===== src/rtl/piso_tx.sv =====
// piso_tx: parallel-in serial-out transmitter.
// Accepts an N-bit word on a load/ready handshake and shifts it out one bit
// per clock on sout, qualified by sout_valid, followed by a one-cycle done
// pulse. Bit order is chosen by MSB_FIRST.
// Optional feature: define PISO_TX_PARITY_EN to append an even-parity bit
// (XOR of the captured word) as an extra serial cycle after the data bits.
// All outputs are registered.

module piso_tx #(
  parameter int N         = 8,
  parameter bit MSB_FIRST = 1'b1
) (
  input  logic         clk,
  input  logic         rst,
  input  logic [N-1:0] din,
  input  logic         load,
  output logic         ready,
  output logic         sout,
  output logic         sout_valid,
  output logic         done
);

  // Counter must be able to hold N, the index of the parity cycle.
  localparam int CW = (N + 1 > 1) ? $clog2(N + 1) : 1;
  localparam logic [CW-1:0] LAST_BIT = CW'(N - 1);
`ifdef PISO_TX_PARITY_EN
  localparam logic [CW-1:0] PAR_IDX = CW'(N);
`endif

  typedef enum logic [1:0] {
    IDLE  = 2'd0,
    SHIFT = 2'd1,
    DONE  = 2'd2
  } state_t;

  state_t         state;
  logic [N-1:0]   shift_reg;
  logic [CW-1:0]  bit_cnt;
`ifdef PISO_TX_PARITY_EN
  logic           parity_bit;
`endif

  // Control FSM, shift register, bit counter and registered outputs.
  // The first bit is driven on the capture edge itself so it appears one
  // cycle after the load edge; shift_reg then holds the remaining bits.
  always_ff @(posedge clk or posedge rst) begin
    if (rst) begin
      state      <= IDLE;
      shift_reg  <= '0;
      bit_cnt    <= '0;
      ready      <= 1'b1;
      sout       <= 1'b0;
      sout_valid <= 1'b0;
      done       <= 1'b0;
`ifdef PISO_TX_PARITY_EN
      parity_bit <= 1'b0;
`endif
    end else begin
      case (state)
        IDLE: begin
          ready      <= 1'b1;
          sout       <= 1'b0;
          sout_valid <= 1'b0;
          done       <= 1'b0;
          if (load) begin
            ready      <= 1'b0;
            sout_valid <= 1'b1;
            bit_cnt    <= '0;
            state      <= SHIFT;
`ifdef PISO_TX_PARITY_EN
            parity_bit <= ^din;
`endif
            if (MSB_FIRST) begin
              sout      <= din[N-1];
              shift_reg <= din << 1;
            end else begin
              sout      <= din[0];
              shift_reg <= din >> 1;
            end
          end
        end

        SHIFT: begin
`ifdef PISO_TX_PARITY_EN
          if (bit_cnt == PAR_IDX) begin
            sout       <= 1'b0;
            sout_valid <= 1'b0;
            done       <= 1'b1;
            state      <= DONE;
          end else if (bit_cnt == LAST_BIT) begin
            sout       <= parity_bit;
            sout_valid <= 1'b1;
            bit_cnt    <= bit_cnt + 1'b1;
          end else begin
            sout_valid <= 1'b1;
            bit_cnt    <= bit_cnt + 1'b1;
            if (MSB_FIRST) begin
              sout      <= shift_reg[N-1];
              shift_reg <= shift_reg << 1;
            end else begin
              sout      <= shift_reg[0];
              shift_reg <= shift_reg >> 1;
            end
          end
`else
          if (bit_cnt == LAST_BIT) begin
            sout       <= 1'b0;
            sout_valid <= 1'b0;
            done       <= 1'b1;
            state      <= DONE;
          end else begin
            sout_valid <= 1'b1;
            bit_cnt    <= bit_cnt + 1'b1;
            if (MSB_FIRST) begin
              sout      <= shift_reg[N-1];
              shift_reg <= shift_reg << 1;
            end else begin
              sout      <= shift_reg[0];
              shift_reg <= shift_reg >> 1;
            end
          end
`endif
        end

        DONE: begin
          done       <= 1'b0;
          sout       <= 1'b0;
          sout_valid <= 1'b0;
          ready      <= 1'b1;
          state      <= IDLE;
        end

        default: begin
          state      <= IDLE;
          ready      <= 1'b1;
          sout       <= 1'b0;
          sout_valid <= 1'b0;
          done       <= 1'b0;
        end
      endcase
    end
  end

endmodule

===== config.mk =====
export PLATFORM = sky130hd
export DESIGN_NAME = piso_tx
export DESIGN_NICKNAME = d
export VERILOG_FILES = /design/src/rtl/piso_tx.sv
export SDC_FILE = /design/constraint.sdc
export NUM_CORES = 1
export LEC_CHECK = 0
export CORE_UTILIZATION = 44
export DETAILED_ROUTE_END_ITERATION = 7
export DONT_BUFFER_PORTS = 1
export PLACE_DENSITY = 0.65
export SYNTH_ARGS = -nofsm -noshare
export SYNTH_HDL_FRONTEND = slang
export SYNTH_SLANG_ARGS = --single-unit

===== constraint.sdc =====
create_clock -name clk -period 3.3 [get_ports clk]
set_input_delay 0.165 -clock clk [delete_from_list [all_inputs] [get_ports clk]]
set_output_delay 0.165 -clock clk [all_outputs]
set_load 0.03 [all_outputs]

==> results.sh <==
export IMPL_drt_wirelength_per_cell_um=13.6
export IMPL_crit_type="flip-flop to flip-flop"
export IMPL_p_seq_share_pct=49.8
export IMPL_row_count=15
export IMPL_peakVddDrop_mv=0.392
export IMPL_drive_above_1_share_pct=29.0
export IMPL_ys_types=23
export IMPL_rsz0062_at_grt="no"
export IMPL_dp_slack_ns=1.57
export IMPL_numCtsBuffers=3
export IMPL_drt_drc_violations_left=0
export IMPL_drtAntennaViolNets=0
export IMPL_grt_overflow=0
export IMPL_clk_pin_slew_worst_paths_ns=0.09
export IMPL_p_switching_w=0.000300
export IMPL_finalNetCount=82
export IMPL_io_buffers=0
export IMPL_grt_usage_pct=17.0
export IMPL_crit_path_start_kind="flip-flop"
export IMPL_min_period_over_period_pct=52.4
export IMPL_finalWirelength_um=1280
export IMPL_clock_sinks=17
export IMPL_synth_nets=78
export IMPL_layout_min_cycle_time_ns=1.73
export IMPL_grt_pass1_vias=504
export IMPL_die_h_um=44.7
export IMPL_fill_cells=183
export IMPL_postCtsSetupBuffers=0
export IMPL_grt_antenna_before_repair=0
export IMPL_fin_setup_tns_ns=0
export IMPL_final_max_slew_viol_count=0
export IMPL_endpoint_kind="flip-flop"
export IMPL_finalSetupViolCount=0
export IMPL_synth_seq_area_share_pct=53.1
export IMPL_start_util_pct=46.5
export IMPL_fp_coreArea_um2=1730
export IMPL_timing_worst_slew_pin_value_ns=0.626
export IMPL_via_count=486
export IMPL_rrSetupSlack_ns=1.57
export IMPL_grt_max_degree=18
export IMPL_critical_path_required_ns=3.48
export IMPL_synth_largest_area_cell="dfrtp_1"
export IMPL_status="completed"
export IMPL_layout_cells_most_common="dfrtp_1"
export IMPL_ctsResizeCount=0
export IMPL_cts_max_level=1
export IMPL_ys_seq_elements=17
export IMPL_crit_chain="ha_1 -> and3b_1 -> a21oi_4 -> mux2_2"
export IMPL_crit_slowest_cell="dfrtp_1"
export IMPL_n_antenna_cell=0
export IMPL_drtIter0Drc=2
export IMPL_cap_viol_max_count=0
export IMPL_yosys_top_cells_area="dfrtp_1, mux2_2, a21oi_1, dfstp_2, buf_6"
export IMPL_grt_pass1_wl_um=2280
export IMPL_largest_register_ffs=7
export IMPL_avgSynthCellArea_um2=12.2
export IMPL_fin_skew_ns=0.000938
export IMPL_synth_warnings=0
export IMPL_place_detailed_hpwl_um=938
export IMPL_synth_cells=66
export IMPL_final_cell_mix="dfrtp_1, mux2_2, a21oi_1, inv_1, nand3_1"
export IMPL_setup_slack_ns=1.57
export IMPL_cts_tree="yes"
export IMPL_max_freq_mhz=578
export IMPL_pwr_share_comb_pct=36.9
export IMPL_p_per_area_nw_per_um2=964
export IMPL_slowest_delay_ns=0.42
export IMPL_crit_arrival_ns=1.91
export IMPL_power_leakage_nw=0.384
export IMPL_io_pins=15
export IMPL_clk_latency_ns=0.29
export IMPL_syn_cell_area_um2=803
export IMPL_area_growth_synth_to_final_pct=5.61
export IMPL_drtPass1Iterations=2
export IMPL_p_sw_share_pct=36.7
export IMPL_relSlewSlack_pct=58.2
export IMPL_holdCritPathClass="primary input to flip-flop"
export IMPL_gp_congestion=0.817
export IMPL_vias_per_cell=5.17
export IMPL_clk_path_buf_depth=2
export IMPL_hold_viol=0
export IMPL_intPower_w=0.000517
export IMPL_synth_top_area_share_pct=49.8
export IMPL_crit_fanout=10
export IMPL_cts_root_buf="clkbuf_4"
export IMPL_fp_dieW_um=44.7
export IMPL_p_clk_share_pct=13.3
export IMPL_die_area_um2=2000
-- worst max-delay path: cells and delay by family (launching register included) --
kind	cells	cell delay, ns
flip-flops	1	0.42
adder cells (fa/ha/maj)	1	0.25
multiplexers	1	0.39
AO/OA/AOI/OAI	1	0.31
AND/OR/NAND/NOR	1	0.25
-- layout make-up --
class / count / area, um^2 / area share [%]
Clock buffer: 4 / 26.3 / 3.10
Inverter: 5 / 18.8 / 2.21
Multi-Input combinational cell: 42 / 335 / 39.5
Sequential cell: 17 / 427 / 50.3
Tap cell: 25 / 31.3 / 3.69
Timing Repair Buffer: 1 / 10.0 / 1.18
-- cell families after synthesis --
kind of cell               count (synthesis)  synth area share (%)
muxes                                     12                  16.8
DFF                                       17                  53.1
AOI/OAI and AO/OA                         15                  13.2
buffers and inverters                      7                  5.14
adders and majority gates                  1                  1.56
and+or+nand+nor                           14                  10.1
-- power by group through the flow --
stage | clock network, W | registers (W) | logic [W]
2_1_floorplan | 0 | 0.000383 | 0.000289
3_3_place_gp | 0 | 0.000406 | 0.000300
3_5_place_dp | 0 | 0.000412 | 0.000306
4_1_cts | 0.000115 | 0.000407 | 0.000308
5_1_grt | 0.000125 | 0.000421 | 0.000341
6_report | 0.000108 | 0.000407 | 0.000302
-- through the flow --
step / power (W) / instance area [um^2] / instances / hold slack, ns / utilization [%]
after global placement: 0.000707 / 812 / 89 / 0.169 / 47.0
final: 0.000818 / 848 / 94 / 0.0236 / 49.1
after floorplan: 0.000672 / 803 / 66 / 0.0903 / -
after detailed placement: 0.000717 / 812 / 89 / 0.179 / 47.0
after CTS: 0.000830 / 848 / 94 / 0.0142 / 49.1
after global routing: 0.000887 / 848 / 94 / 0.0120 / 49.1
-- final timing paths --
| path | start | endpoint | depth (start not counted) |
|---|---|---|---|
| hold / removal | load | sout | 2 |
| setup reg to reg | bit_cnt[0] | shift_reg[4] | 4 |
| min in group asynchronous | rst | shift_reg[3] | 2 |
| max in group asynchronous | rst | bit_cnt[2] | 2 |
| setup / recovery | bit_cnt[0] | shift_reg[4] | 4 |
| hold reg to reg | state[1] | sout | 1 |
-- Yosys cell counts, drive strengths merged --
library cell,instances
a21oi,7
o21ai,2
nand2b,1
dfrtp,16
nor2,3
dfstp,1
and3b,1
or3,1
mux2,12
buf,2
a21o,1
nand2,1
inv,5
o22a,1
o21a,1
and2b,1
nand3b,2
nand3,4
o22ai,1
ha,1
o21bai,1
a211oi,1
-- metal layers --
layer  routed length, um  part of all wire [%]  up-vias  track usage, %
met5                   0                     0        -               0
met2                 584                    46       14            26.8
met3                  71                   5.5        4            6.00
li1                    -                     -      239               -
met4                  33                   2.6        0            9.09
met1                 591                    46      229            20.4
-- timing repair --
action / CTS / global route
setup endpoints to repair: 0 / 0
hold buffers: 1 / 0
hold endpoints to repair: 16 / 0
No activity file was read; power rests on OpenSTA's default activity.
